--- src/rtl/fmul_norm_round.sv ---
// fmul_norm_round: two-stage normalize / round / pack back end of a binary16
// multiplier, with valid/ready handshakes on both sides.
module fmul_norm_round #(
    parameter int MW = 11
) (
    input  logic            clock,
    input  logic            reset_n,
    input  logic            in_valid,
    output logic            in_ready,
    input  logic [2*MW-1:0] in_prod,
    input  logic [7:0]      in_exp,
    input  logic            in_sign,
    output logic            out_valid,
    input  logic            out_ready,
    output logic [15:0]     out_result,
    output logic            out_ovf,
    output logic            out_unf,
    output logic            out_inexact
);

    localparam int PW = 2 * MW;

    logic                s1_valid_q, s1_valid_d;
    logic                s1_sign_q, s1_sign_d;
    logic                s1_zero_q, s1_zero_d;
    logic                s1_nz_q, s1_nz_d;
    logic [MW-1:0]       s1_mant_q, s1_mant_d;
    logic                s1_guard_q, s1_guard_d;
    logic                s1_sticky_q, s1_sticky_d;
    logic signed [8:0]   s1_exp_q, s1_exp_d;

    logic                out_valid_q, out_valid_d;
    logic [15:0]         out_result_q, out_result_d;
    logic                out_ovf_q, out_ovf_d;
    logic                out_unf_q, out_unf_d;
    logic                out_inexact_q, out_inexact_d;

    logic                s1_adv;
    logic                in_fire;
    logic                top;
    logic [MW-1:0]       mant_n;
    logic                guard_n;
    logic                sticky_n;
    logic signed [8:0]   exp_n;

    logic                inc;
    logic [MW:0]         mant_r;
    logic signed [8:0]   exp_r;
    logic [9:0]          frac_r;

    assign s1_adv   = !out_valid_q || out_ready;
    assign in_ready = !s1_valid_q || s1_adv;
    assign in_fire  = in_valid && in_ready;

    // Product is in [1,4): leading one sits in one of the top two bits.
    assign top      = in_prod[PW-1];
    assign mant_n   = top ? in_prod[PW-1 -: MW] : in_prod[PW-2 -: MW];
    assign guard_n  = top ? in_prod[PW-1-MW] : in_prod[PW-2-MW];
    assign sticky_n = top ? |in_prod[PW-2-MW:0] : |in_prod[PW-3-MW:0];
    assign exp_n    = $signed({in_exp[7], in_exp}) + (top ? 9'sd1 : 9'sd0);

    always_comb begin
        s1_valid_d  = s1_valid_q;
        s1_sign_d   = s1_sign_q;
        s1_zero_d   = s1_zero_q;
        s1_nz_d     = s1_nz_q;
        s1_mant_d   = s1_mant_q;
        s1_guard_d  = s1_guard_q;
        s1_sticky_d = s1_sticky_q;
        s1_exp_d    = s1_exp_q;
        if (in_ready) begin
            s1_valid_d = in_valid;
        end
        if (in_fire) begin
            s1_sign_d   = in_sign;
            s1_zero_d   = ~|in_prod[PW-1:PW-2];
            s1_nz_d     = |in_prod;
            s1_mant_d   = mant_n;
            s1_guard_d  = guard_n;
            s1_sticky_d = sticky_n;
            s1_exp_d    = exp_n;
        end
    end

    always_ff @(posedge clock or negedge reset_n) begin
        if (!reset_n) begin
            s1_valid_q  <= 1'b0;
            s1_sign_q   <= 1'b0;
            s1_zero_q   <= 1'b0;
            s1_nz_q     <= 1'b0;
            s1_mant_q   <= '0;
            s1_guard_q  <= 1'b0;
            s1_sticky_q <= 1'b0;
            s1_exp_q    <= '0;
        end else begin
            s1_valid_q  <= s1_valid_d;
            s1_sign_q   <= s1_sign_d;
            s1_zero_q   <= s1_zero_d;
            s1_nz_q     <= s1_nz_d;
            s1_mant_q   <= s1_mant_d;
            s1_guard_q  <= s1_guard_d;
            s1_sticky_q <= s1_sticky_d;
            s1_exp_q    <= s1_exp_d;
        end
    end

    // Round to nearest even; a carry out renormalizes to 1.0 * 2^(e+1).
    assign inc    = s1_guard_q && (s1_sticky_q || s1_mant_q[0]);
    assign mant_r = {1'b0, s1_mant_q} + {{MW{1'b0}}, inc};
    assign exp_r  = mant_r[MW] ? (s1_exp_q + 9'sd1) : s1_exp_q;
    assign frac_r = mant_r[MW] ? 10'h000 : mant_r[MW-2 -: 10];

    always_comb begin
        out_valid_d   = out_valid_q;
        out_result_d  = out_result_q;
        out_ovf_d     = out_ovf_q;
        out_unf_d     = out_unf_q;
        out_inexact_d = out_inexact_q;
        if (s1_adv) begin
            out_valid_d = s1_valid_q;
        end
        if (s1_adv && s1_valid_q) begin
            unique case (1'b1)
                s1_zero_q: begin
                    out_result_d  = {s1_sign_q, 15'h0000};
                    out_ovf_d     = 1'b0;
                    out_unf_d     = s1_nz_q;
                    out_inexact_d = s1_nz_q;
                end
                (exp_r >= 9'sd31): begin
                    out_result_d  = {s1_sign_q, 5'h1F, 10'h000};
                    out_ovf_d     = 1'b1;
                    out_unf_d     = 1'b0;
                    out_inexact_d = 1'b1;
                end
                (exp_r <= 9'sd0): begin
                    out_result_d  = {s1_sign_q, 15'h0000};
                    out_ovf_d     = 1'b0;
                    out_unf_d     = 1'b1;
                    out_inexact_d = 1'b1;
                end
                default: begin
                    out_result_d  = {s1_sign_q, exp_r[4:0], frac_r};
                    out_ovf_d     = 1'b0;
                    out_unf_d     = 1'b0;
                    out_inexact_d = s1_guard_q | s1_sticky_q;
                end
            endcase
        end
    end

    always_ff @(posedge clock or negedge reset_n) begin
        if (!reset_n) begin
            out_valid_q   <= 1'b0;
            out_result_q  <= '0;
            out_ovf_q     <= 1'b0;
            out_unf_q     <= 1'b0;
            out_inexact_q <= 1'b0;
        end else begin
            out_valid_q   <= out_valid_d;
            out_result_q  <= out_result_d;
            out_ovf_q     <= out_ovf_d;
            out_unf_q     <= out_unf_d;
            out_inexact_q <= out_inexact_d;
        end
    end

    assign out_valid   = out_valid_q;
    assign out_result  = out_result_q;
    assign out_ovf     = out_ovf_q;
    assign out_unf     = out_unf_q;
    assign out_inexact = out_inexact_q;

endmodule

--- config.mk ---
export PLATFORM = sky130hd
export DESIGN_NAME = fmul_norm_round
export DESIGN_NICKNAME = d
export VERILOG_FILES = /design/src/rtl/fmul_norm_round.sv
export SDC_FILE = /design/constraint.sdc
export NUM_CORES = 1
export LEC_CHECK = 0
export ABC_AREA = 1
export ABC_CLOCK_PERIOD_IN_PS = 2200
export CORE_ASPECT_RATIO = 1.2
export CORE_MARGIN = 4
export CORE_UTILIZATION = 40
export DETAILED_ROUTE_END_ITERATION = 6
export GPL_TIMING_DRIVEN = 1
export PLACE_DENSITY = 0.68
export SYNTH_ARGS = -nofsm -noshare
export SYNTH_HDL_FRONTEND = slang
export SYNTH_SLANG_ARGS = --single-unit
--- constraint.sdc ---
create_clock -name clock -period 2.2 [get_ports clock]
set_input_delay 0.66 -clock clock [delete_from_list [all_inputs] [get_ports clock]]
set_output_delay 0.66 -clock clock [all_outputs]
set_load 0.005 [all_outputs]
## Yosys cells after proc, flatten, opt, wreduce, memory -nomap -nowiden

Index checks and enable logic that the tools add are counted.

- Bits in registers: 46
- Bits in latches: 0
- RAM bits: 0
- Bits in read-only memories: 0
- Input bits: 35
- Output and inout port bits: 21
- Word-level logic and storage cells: 44
- Memories: 0

- Add/sub/neg operators: 3
- $mul: 0
- Divide/modulo/power cells: 0
- Order comparisons: 2
- Eq/ne operators: 0
- Shift-type cells: 0
- Mux-type cells: 10
- Bitwise gates (word level): 1
- Reduce and logical (&&, ||, !) cells: 15

Operator list:

| kind | number |
|---|---|
| case mux 15 bit (2 select lines) | 1 |
| OR reduction 22 bit | 1 |
| adder 11 x 1 -> 12 bit | 1 |
| 2-to-1 mux 11 bit | 1 |
| 2-to-1 mux 10 bit | 1 |
| OR reduction 10 bit | 1 |
| adder 8 x 2 -> 9 bit | 1 |
| adder 9 x 2 -> 9 bit, second input constant | 1 |
| >= comparator 9 x 6 -> 1 bit, second input constant | 1 |
| <= comparator 9 x 1 -> 1 bit, second input constant | 1 |
| 2-to-1 mux 9 bit | 1 |
| OR reduction 9 bit | 1 |
| OR reduction 2 bit | 3 |
| 2-to-1 mux 1 bit | 4 |
| case mux 1 bit (2 select lines) | 2 |
| logical AND 1 bit | 3 |
| zero test 1 bit | 3 |
| logical OR 1 bit | 3 |
| OR 1 bit | 1 |

## Depth between registers and ports, before layout

Gate-level depths: netlist of run 1.

- Word-level depth: 7
- Depth in mapped cells: 17
- Mapped depth without buffers: 17

## Worst setup path after synthesis of run 1

Ideal clock, no wire load.

- Path kind: register to register
- Start: register s1_mant_q[0]
- End: register out_result_q[14], in the netlist out_result[14]
- Library setup time: 0.119 ns
- Data arrival time: 1.916 ns
- Data required time: 2.081 ns
- Slack: 0.166 ns
- Stages on the path, launching flop included: 17
- Path buffers: 1
- Period minus slack after synthesis: 2.034 ns
- Path through: dfrtp_1 inv_1 a21oi_1 ha_1 nand2_1 nor2_4 nand2_4 nor2_8 nand2_1 and2_4 nor2_1 nand3_2 nand3_2 nor2_4 buf_6 nand3_1 nand2_1

- Cells in the longest elaborated chain, start to end: 7
- Elaborated cells between the ends (all ways): 8
- Classes of those cells: 1 x add/sub; 2 x order compare; 2 x mux; 3 x reduce/logical

RTL lines:

| item | RTL line | text |
|---|---|---|
| start, declared | 27 | `logic [MW-1:0] s1_mant_q, s1_mant_d;` |
| start signal, assigned | 100 | `s1_mant_q <= s1_mant_d;` |
| logical OR 1 bit | 108 | `assign inc = s1_guard_q && (s1_sticky_q \|\| s1_mant_q[0]);` |
| logical AND 1 bit | 108 |  |
| adder 11 x 1 -> 12 bit * | 109 | `assign mant_r = {1'b0, s1_mant_q} + {{MW{1'b0}}, inc};` |
| 2-to-1 mux 9 bit * | 110 | `assign exp_r = mant_r[MW] ? (s1_exp_q + 9'sd1) : s1_exp_q;` |
| <= comparator 9 x 1 -> 1 bit | 136 | `(exp_r <= 9'sd0): begin` |
| OR reduction 2 bit (no source line) | - |  |
| case mux 15 bit (2 select lines) * | 123 | `unique case (1'b1)` |
| end signal, assigned | 161 | `out_result_q <= out_result_d;` |
| end, declared | 33 | `logic [15:0] out_result_q, out_result_d;` |

Mark *: on every way between the ends. The rest lies on a longest branch, timed or not.
A chain may end at the register's enable or synchronous reset.

## Worst setup path after layout of run 1

- Start: register s1_mant_q[0]
- End: register out_result_q[2], in the netlist out_result[2]

- Cells in the longest elaborated chain, start to end: 7
- Elaborated cells between the ends (all ways): 9
- Classes of those cells: 1 x add/sub; 2 x order compare; 3 x mux; 3 x reduce/logical

RTL lines:

| item | RTL line |
|---|---|
| logical OR 1 bit | 108 |
| logical AND 1 bit | 108 |
| adder 11 x 1 -> 12 bit * | 109 |
| 2-to-1 mux 9 bit | 110 |
| <= comparator 9 x 1 -> 1 bit | 136 |
| OR reduction 2 bit (no source line) | - |
| case mux 15 bit (2 select lines) * | 123 |

Marks and branches as above.

==> key figures, run 1 <==
Yosys
  • Area leader, netlist: dfrtp_1
  • Yosys cell types: 33
  • Mean post-synth cell area: 7.43 um^2
  • Synth top area cells: dfrtp_1, nand2_1, nand3_1
  • Mapped Area: 2670 um^2
  • Syn_nets: 399
  • Synth top area share: 0.432
  • Synth warn: 0
  • Register bit count reported by yosys: 46
  • Post-Syn Instances: 359
  • Post-synthesis sequential area ratio: 0.432

Worst setup path
  • CP max stage cell: dfrtp_1
  • Required time worst endpoint: 2.40 ns
  • R2R setup slack: -0.01 ns
  • Critical path class: flop to flop
  • CP peak stage delay: 0.37 ns
  • Crit-path max FO: 10
  • Critical-path cell list: inv_2 > a21oi_2 > ha_2 > nand2_2 > nor2_4 > buf_4 > nand4_1 > nand2_2 > nand2_1 > nor2_2 > nand3_2 > nand3_2 > nor2_4 > buf_12 > nand3_1 > nand2_1
  • Nature of the critical path endpoint: flop
  • Setup crit start kind: flop
  • WP data arrival: 2.41 ns

Pwr
  • Worst VDD drop: 0.354 mV
  • Pleak: 0.00189 uW
  • Power per cell area: 702 nW/um^2

Global routing
  • Grt total ovfl: 0
  • Largest net degree at the start of global routing: 47
  • Vias in the first global route: between 2,000 and 3,000
  • Initial antenna violation count: 0
  • Total GRT Usage: 0.170
  • First-pass GRT wire length: 11,000 um

Cells and area
  • Final instance area: 3880 um^2
  • Final Util: 0.602
  • Area growth from synthesis to layout: 45.6%
  • Nets@finish: between 500 and 600
  • Ant. Diodes: 0
  • # fillers: 581
  • Max reg flops: 16
  • Commonest non-fill, non-tap cell in the layout: nand2_1
  • Share of post-route cells with drive strength above 1: 0.222
  • Most frequent cells in the layout: nand2_1, clkdlybuf4s50_1, buf_4, dfrtp_1, inv_1

Timing
  • Hold_ws: between 0.3 and 0.4 ns
  • RSZ-0062 raised after global routing: true
  • Max-slew violation count: 0
  • Final setup viols: 13
  • Slew @ Worst Pin: 0.301 ns
  • Worst Skew: 0.00767 ns
  • Setup ws final: -0.0132 ns
  • Max Freq: 0.452 GHz
  • Slew Limit Headroom: 0.798
  • Final hold vios: 0
  • Post-route minimum period: 2.21 ns
  • Final period utilization: 1.01

Clocking
  • Clk sinks: 46
  • # H-tree levels: 2
  • Root buf cell: clkbuf_8
  • CTS clk-pin slew, worst paths: 0.09 ns
  • CTS tree: yes
  • Clock buffer depth: 2
  • Total CTS buffers: 5
  • Clk_lat worst skew: 0.30 ns
  • Hold buffer count at cts: 0

Drt
  • Routed len/inst: about 12 um
  • Pre-antenna DRT Iters: 4
  • Via count: 2,591
  • Avg Vias per Cell: between 4 and 5
  • Final ANT Viol Nets: 0
  • # DRC: 0
  • Initial detailed-routing violation count: 98
  • Final WL: 6390 um

Floorplan
  • Die Footprint: 8040 um^2
  • Die Y: 97.4 um
  • Die Width: 82.5 um
  • Rows: 32
  • Starting Density: 0.414
  • Core area: between 6000 and 7000 um^2
  • IO Pins: between 50 and 60

Placement
  • Placed wire-length estimate: between 4000 and 5000 um
  • Placement Cell Area: 3540 um^2
  • Number of buffers added on ports: 55
  • GP Congestion: 0.819

Flow run
  • Max Cap Viol: 0

Run status
  • Status: finished with violations
  • Failing checks: negative setup slack

Min path
  • Hold/Removal Path Class: input pin to async pin
[metal layers]
layer	vias up	track usage	wire, um	share of wire
met4	0	0.0453	94	0.015
met3	11	0.0278	254	0.040
li1	1369	-	-	-
met2	55	0.293	3220	0.50
met5	-	0	0	0
met1	1156	0.216	2820	0.44
[cell type report]
class,instances,area [um^2],share of cell area
multi-input combinational,268,1410,0.364
sequential,46,1150,0.296
clock inverter,1,30.0,0.00773
timing repair buffer,106,970,0.250
inverter,36,136,0.0351
tap,85,106,0.0274
clock buffer,7,76.3,0.0197
[kinds of logic after synthesis]
logic type	count (synthesis)	share of synthesized area
AO/OA/AOI/OAI	39	0.0816
XOR/XNOR	11	0.0361
adder cells (fa/ha/maj)	5	0.0235
buffers and inverters	45	0.0666
flip-flops	46	0.432
AND/OR/NAND/NOR	213	0.360
[worst paths after layout]
path / end / depth (start not counted) / from
max reg2reg: out_result[2] / 16 / s1_mant_q[0]
min in group clock: out_ovf / 2 / out_ovf
max in group asynchronous: out_inexact / 2 / reset_n
min reg2reg: out_ovf / 2 / out_ovf
min: s1_exp_q[8] / 2 / reset_n
max: out_result[2] / 16 / s1_mant_q[0]
[cell usage after synthesis]
cell / n
o22ai_1: 2
a31oi_1: 10
nor3_2: 1
nor2_8: 1
o211ai_1: 2
nand3_2: 3
inv_2: 3
clkinv_1: 1
nor3_1: 4
nand2_1: 126
nor2_4: 3
dfrtp_1: 46
a21oi_1: 5
xor2_1: 8
nand3_4: 1
nand2_2: 4
o21ai_0: 19
and2_4: 1
nand2_4: 1
nor2_2: 2
inv_1: 31
clkinv_2: 1
a22oi_1: 1
ha_1: 5
nor2_1: 32
buf_1: 2
nor4_1: 2
nand4_1: 4
or2_2: 1
nand3_1: 27
clkbuf_1: 6
xnor2_1: 3
buf_6: 1
[critical path: cells and delay by family, from the launching register on]
family,cells,cell delay (ns)
adder cells (fa/ha/maj),1,0.21
flip-flops,1,0.37
AND/OR/NAND/NOR,11,1.01
buffers and inverters,3,0.33
AO/OA/AOI/OAI,1,0.16
[stage by stage]
stage	worst slack, ns	TNS, ns	total power [uW]	std cells
after floorplan	0.166	0	1540	359
after global placement	-0.191	-0.210	1980	520
after detailed placement	-0.209	-0.596	2000	520
after CTS	-0.00343	-0.00501	2700	545
after global routing	-0.199	-2.99	2930	549
final	-0.0132	-0.0955	2730	549
[report_power, final]
part	switching [uW]	internal, uW	leakage [uW]	total (uW)
clock network	282	340	0.0000524	622
registers	115	998	0.000557	1110
logic	459	530	0.00128	989
[what timing repair did]
item	4_1_cts	5_1_grt
pin swaps	11	10
setup buffers	18	4
gates resized for setup	15	14
endpoints found under the hold margin	0	0
gates cloned	0	0
setup endpoints to repair	16	20
Power figures use the tool's default switching activity.
==> run 2, diff against run 1 <==
--- a/config.mk
+++ b/config.mk
@@ -6,13 +6,12 @@
 export NUM_CORES = 1
 export LEC_CHECK = 0
 export ABC_AREA = 1
-export ABC_CLOCK_PERIOD_IN_PS = 2200
+export ABC_CLOCK_PERIOD_IN_PS = 2800
 export CORE_ASPECT_RATIO = 1.2
 export CORE_MARGIN = 4
-export CORE_UTILIZATION = 40
+export CORE_UTILIZATION = 25
 export DETAILED_ROUTE_END_ITERATION = 6
 export GPL_TIMING_DRIVEN = 1
-export PLACE_DENSITY = 0.68
 export SYNTH_ARGS = -nofsm -noshare
 export SYNTH_HDL_FRONTEND = slang
 export SYNTH_SLANG_ARGS = --single-unit
==> constraint.sdc (replaced) <==
create_clock -name clock -period 2.8 [get_ports clock]
set_input_delay 0.84 -clock clock [delete_from_list [all_inputs] [get_ports clock]]
set_output_delay 0.84 -clock clock [all_outputs]
set_load 0.005 [all_outputs]
==> key figures, run 2 (same netlist as run 1, synthesis figures left out) <==
Floorplan
  • Rows: 41 (was 32)
  • IO Pins: 56 (unchanged)
  • Die Footprint: 12,400 um^2 (was 8040 um^2)
  • Core area: 10,500 um^2 (was 6450 um^2)
  • Starting Density: 0.255 (was 0.414)
  • Die Y: 121 um (was 97.4 um)
  • Die Width: 102 um (was 82.5 um)

Run status
  • Status: finished clean (was finished with violations)

Clocking
  • Post-CTS setup buffer count: 0 (was 18)
  • Clk_lat worst skew: 0.29 ns (was 0.30 ns)
  • Clk sinks: 46 (unchanged)
  • # H-tree levels: 2 (unchanged)
  • CTS tree: yes (unchanged)
  • Total CTS buffers: 5 (unchanged)
  • Clock buffer depth: 2 (unchanged)
  • Root buf cell: clkbuf_16 (was clkbuf_8)
  • CTS clk-pin slew, worst paths: 0.06 ns (was 0.09 ns)

Drt
  • Initial detailed-routing violation count: 146 (was 98)
  • # DRC: 0 (unchanged)
  • Final WL: 6130 um (was 6390 um)
  • Routed len/inst: 11.2 um (was 11.6 um)
  • Via count: 2,379 (was 2,591)
  • Pre-antenna DRT Iters: 4 (unchanged)
  • Final ANT Viol Nets: 0 (unchanged)
  • Avg Vias per Cell: 4.36 (was 4.72)

Cells and area
  • Ant. Diodes: 0 (unchanged)
  • Area growth from synthesis to layout: 31.8% (was 45.6%)
  • Commonest non-fill, non-tap cell in the layout: nand2_1 (unchanged)
  • Final instance area: 3510 um^2 (was 3880 um^2)
  • Share of post-route cells with drive strength above 1: 0.0791 (was 0.222)
  • Layout Cells excl Fill: 546 (was 549)
  • Most frequent cells in the layout: nand2_1, clkdlybuf4s50_1, dfrtp_1, nor2_1, inv_1 (was nand2_1, clkdlybuf4s50_1, buf_4, dfrtp_1, inv_1)
  • Nets@finish: 457 (was 503)
  • Max reg flops: 16 (unchanged)

Global routing
  • GRT met1 Usage: 0.141 (was 0.216)
  • Largest net degree at the start of global routing: 47 (unchanged)
  • Initial antenna violation count: 0 (unchanged)
  • Grt total ovfl: 0 (unchanged)
  • GR peak layer: met2 (unchanged)
  • Met3 usage: 0.0247 (was 0.0278)
  • First-pass GRT wire length: 10,300 um (was 11,000 um)
  • Vias in the first global route: 2,198 (was 2,524)
  • Total GRT Usage: 0.105 (was 0.170)
  • Met2 Use GR: 0.159 (was 0.293)

Worst setup path
  • Setup crit start kind: input pin (was flop)
  • R2r startpoint: s1_mant_q[0] (unchanged)
  • Nature of the critical path endpoint: primary output (was flop)
  • Crit-path max FO: 2 (was 10)
  • CP startpoint: out_ready (was s1_mant_q[0])
  • WP data arrival: 1.67 ns (was 2.41 ns)
  • Critical path class: input pin to primary output (was flop to flop)
  • Required time worst endpoint: 1.96 ns (was 2.40 ns)

Pwr
  • Power per cell area: 582 nW/um^2 (was 702 nW/um^2)
  • Pleak: 0.00166 uW (was 0.00189 uW)
  • Worst VDD drop: 0.206 mV (was 0.354 mV)
  • Switching share of power: 0.308 (was 0.314)
  • Comb pwr share: 0.301 (was 0.363)
  • Switch Pwr: 629 uW (was 856 uW)
  • Register share of total power: 0.429 (was 0.409)
  • Pint: 1420 uW (was 1870 uW)
  • Clock share of power: 0.270 (was 0.228)

Flow run
  • Max Cap Viol: 0 (unchanged)

Placement
  • Placed Cells incl. Taps: 539 (was 520)
  • GP Congestion: 0.799 (was 0.819)
  • Placed wire-length estimate: 4960 um (was 4620 um)
  • Number of buffers added on ports: 55 (unchanged)
  • Placement Cell Area: 3380 um^2 (was 3540 um^2)

Timing
  • Final setup viols: 0 (was 13)
  • Final period utilization: 0.896
  • Max Freq: ~0.4 GHz
  • Max-slew violation count: 0 (unchanged)
  • Worst Skew: 0.00351 ns (was 0.00767 ns)
  • Setup TNS: 0 ns (was -0.0955 ns)
  • Slew Limit Headroom: 0.646 (was 0.798)
  • Slew @ Worst Pin: 0.530 ns (was 0.301 ns)
  • RSZ-0062 raised after global routing: false (was true)
  • Final hold vios: 0 (unchanged)
  • Post-route minimum period: 2.51 ns

Min path
  • Hold Path Origin: out_result[9]
  • Hold/Removal Path Class: flop to flop (was input pin to async pin)
## run 2: path summary, 6_finish.rpt
path	to	slack [ns]	cells past startpoint
max reg2reg	out_result[8]	0.49	13
max in group asynchronous	s1_exp_q[4]	2.07	2
min reg2reg	out_result[9]	0.47	2
max	in_ready	0.29	4
min	out_result[9]	0.47	2
min in group asynchronous	out_result[4]	0.52	2
## run 2: layer usage
metal,vias to the layer above,wire length (um)
met5,-,0
met4,0,142
met3,9,320
met2,56,2800
met1,1051,2870
li1,1263,-
## run 2: area by class of cell
cell class | count | area, um^2
multi-input cells | 268 | 1340
repair buffers | 60 | 594
well taps | 129 | 161
flip-flops and latches | 46 | 1150
inverters | 36 | 136
clock buffers | 7 | 133
fillers | 1149 | 6950
## run 2: repair_timing
item,CTS,global route
resized for setup,1,0
hold buffers,0,0
setup endpoints to repair,1,0
## run 2: through the flow
| stage | utilization | setup slack [ns] | total power [uW] | hold slack [ns] |
|---|---|---|---|---|
| final | 0.336 | 0.290 | 2040 | 0.474 |
| after global routing | 0.336 | 0.177 | 2200 | 0.509 |
| after CTS | 0.336 | 0.267 | 2080 | 0.481 |
| after detailed placement | 0.323 | 0.00902 | 1520 | 0.465 |
| after global placement | 0.323 | 0.0408 | 1510 | 0.468 |
| after floorplan | - | 0.766 | 1210 | 0.453 |
## run 2: power groups by stage
stage                     Combinational, uW  Sequential, uW  Clock [uW]
after floorplan                         336             878           0
after global placement                  622             885           0
after detailed placement                630             891           0
after CTS                               632             880         567
after global routing                    707             896         601
final                                   616             877         551
## run 2: worst max-delay path, cell delays in order
cell             delay [ns]
clkdlybuf4s50_1        0.40
inv_1                  0.07
nand3_1                0.08
dlygate4sd2_1          0.27
==> run 3, diff against run 2 <==
--- a/config.mk
+++ b/config.mk
@@ -7,11 +7,14 @@
 export LEC_CHECK = 0
 export ABC_AREA = 1
 export ABC_CLOCK_PERIOD_IN_PS = 2800
+export CAP_MARGIN = 20
 export CORE_ASPECT_RATIO = 1.2
 export CORE_MARGIN = 4
 export CORE_UTILIZATION = 25
 export DETAILED_ROUTE_END_ITERATION = 6
 export GPL_TIMING_DRIVEN = 1
+export MAX_ROUTING_LAYER = met4
+export RECOVER_POWER = 100
 export SYNTH_ARGS = -nofsm -noshare
 export SYNTH_HDL_FRONTEND = slang
 export SYNTH_SLANG_ARGS = --single-unit
==> key figures, run 3 (same netlist as run 1, synthesis figures left out) <==
Clocking
  • Total CTS buffers: 5 (unchanged)
  • Hold buffer count at cts: 0 (unchanged)
  • CTS clk-pin slew, worst paths: 0.06 ns (about the same)
  • Root buf cell: clkbuf_16 (unchanged)
  • Post-CTS setup buffer count: 0 (unchanged)
  • CTS tree: yes (unchanged)
  • Clk_lat worst skew: 0.29 ns (about the same)
  • # resized after CTS: 1 (unchanged)
  • Clk sinks: 46 (unchanged)
  • # H-tree levels: 2 (unchanged)
  • Clock buffer depth: 2 (unchanged)

Timing
  • Final hold vios: 0 (unchanged)
  • Max Freq: 0.379 GHz (was 0.398 GHz)
  • Slew Limit Headroom: 0.259 (was 0.646)
  • Worst Skew: 0.00352 ns (was 0.00351 ns)
  • Max-slew violation count: 0 (unchanged)
  • Setup TNS: 0 ns (unchanged)
  • Hold_ws: 0.470 ns (was 0.474 ns)
  • Final period utilization: 0.943 (was 0.896)
  • Post-route minimum period: 2.64 ns (was 2.51 ns)
  • Slew @ Worst Pin: 1.11 ns (was 0.530 ns)
  • RSZ-0062 raised after global routing: false (unchanged)
  • Final setup viols: 0 (unchanged)

Global routing
  • First-pass GRT wire length: 10,300 um (unchanged)
  • Vias in the first global route: 2,196 (was 2,198)
  • Largest net degree at the start of global routing: 47 (unchanged)
  • Grt total ovfl: 0 (unchanged)
  • Initial antenna violation count: 0 (unchanged)
  • Total GRT Usage: 0.108 (was 0.105)

Floorplan
  • Core area: 10,500 um^2 (unchanged)
  • Rows: 41 (unchanged)
  • IO Pins: 56 (unchanged)
  • Die Width: 102 um (unchanged)
  • Starting Density: 0.255 (unchanged)
  • Die Y: 121 um (unchanged)
  • Die Footprint: 12,400 um^2 (unchanged)

Flow run
  • Max Cap Viol: 0 (unchanged)

Pwr
  • Worst VDD drop: 0.206 mV (about the same)
  • Power per cell area: 576 nW/um^2 (was 582 nW/um^2)
  • Pleak: 0.00167 uW (was 0.00166 uW)

Drt
  • Avg Vias per Cell: 4.37 (was 4.36)
  • Pre-antenna DRT Iters: 4 (unchanged)
  • Routed len/inst: 11.2 um (about the same)
  • Via count: 2,384 (was 2,379)
  • Final ANT Viol Nets: 0 (unchanged)
  • # DRC: 0 (unchanged)
  • Initial detailed-routing violation count: 130 (was 146)
  • Final WL: 6100 um (was 6130 um)

Cells and area
  • Ant. Diodes: 0 (unchanged)
  • # fillers: 1,151 (was 1,149)
  • Area growth from synthesis to layout: 30.6% (was 31.8%)
  • Share of post-route cells with drive strength above 1: 0.0695 (was 0.0791)
  • Commonest non-fill, non-tap cell in the layout: nand2_1 (unchanged)
  • Most frequent cells in the layout: nand2_1, dfrtp_1, nor2_1, clkdlybuf4s50_1, inv_1 (was nand2_1, clkdlybuf4s50_1, dfrtp_1, nor2_1, inv_1)
  • Max reg flops: 16 (unchanged)
  • Nets@finish: 457 (unchanged)
  • Final Util: 0.333 (was 0.336)

Worst setup path
  • Crit-path max FO: 2 (unchanged)
  • Nature of the critical path endpoint: primary output (unchanged)
  • CP peak stage delay: 0.54 ns (was 0.40 ns)
  • CP max stage cell: dlygate4sd3_1 (was clkdlybuf4s50_1)
  • Buf/Inv on CP: 3 (unchanged)
  • R2r startpoint: s1_mant_q[0] (unchanged)
  • R2R setup slack: 0.40 ns (was 0.49 ns)
  • Setup crit start kind: input pin (unchanged)
  • Reg2reg path depth: 14 (was 13)
  • Critical Path End: in_ready (unchanged)
  • FF-to-FF End: out_result[8] (unchanged)
  • Critical-path cell list: dlygate4sd3_1 > inv_1 > nand3_1 > dlygate4sd2_1 (was clkdlybuf4s50_1 > inv_1 > nand3_1 > dlygate4sd2_1)
  • CP startpoint: out_ready (unchanged)
  • Required time worst endpoint: 1.96 ns (about the same)
  • Top Family by Delay on Critical Path: buffers and inverters (unchanged)
  • Crit path depth: 4 (unchanged)
  • Critical path class: input pin to primary output (unchanged)
  • WP data arrival: 1.80 ns (was 1.67 ns)

Placement
  • Placed wire-length estimate: 4960 um (unchanged)
  • Number of buffers added on ports: 55 (unchanged)
  • GP Congestion: 0.811 (was 0.799)

Run status
  • Status: finished clean (unchanged)

Min path
  • Hold/Removal Path Class: flop to flop (unchanged)
run 3: worst min-delay path by stage:
stage	endpoint	startpoint	cells after the start
global placement	out_result[9]	out_result[9]	2
floorplan	s1_mant_q[10]	s1_mant_q[10]	2
global route	out_result[8]	out_result[8]	2
finish	out_result[9]	out_result[9]	2
CTS	out_result[1]	out_result[1]	2
detailed placement	out_result[1]	out_result[1]	2
run 3: per-layer routing:
| metal | part of all wire | global-route usage | routed length [um] | vias up |
|---|---|---|---|---|
| met5 | 0 | - | 0 | - |
| met4 | 0.024 | 0.0443 | 144 | 0 |
| met3 | 0.047 | 0.0207 | 287 | 10 |
| met2 | 0.46 | 0.159 | 2780 | 60 |
| met1 | 0.47 | 0.145 | 2890 | 1048 |
| li1 | - | - | - | 1266 |
run 3: power breakdown:
part           internal [uW]  switching, uW
registers                786           86.9
clock network            326            227
logic                    269            311
run 3: stage by stage:
stage / worst slack (ns) / instance area, um^2 / instances / total power [uW]
after detailed placement: 0.00902 / 3380 / 539 / 1520
after CTS: 0.267 / 3510 / 546 / 2080
after global routing: 0.102 / 3480 / 546 / 2170
after floorplan: 0.766 / 2670 / 359 / 1210
final: 0.158 / 3480 / 546 / 2010
after global placement: 0.0408 / 3380 / 539 / 1510
run 3: cell type report:
type	count	area, um^2	area share
repair buffers	60	568	0.163
well taps	129	161	0.0464
multi-input cells	268	1330	0.383
flip-flops and latches	46	1150	0.331
inverters	36	136	0.0392
clock buffers	7	133	0.0381
run 3: worst reg2reg max path, delay by kind of cell (launching register included):
kind / cells / cell delay (ns)
and+or+nand+nor: 9 / 1.28
DFF: 1 / 0.34
buffers and inverters: 2 / 0.18
xor gates and xnor gates: 1 / 0.17
adders and majority gates: 1 / 0.22
AOI/OAI and AO/OA: 1 / 0.14
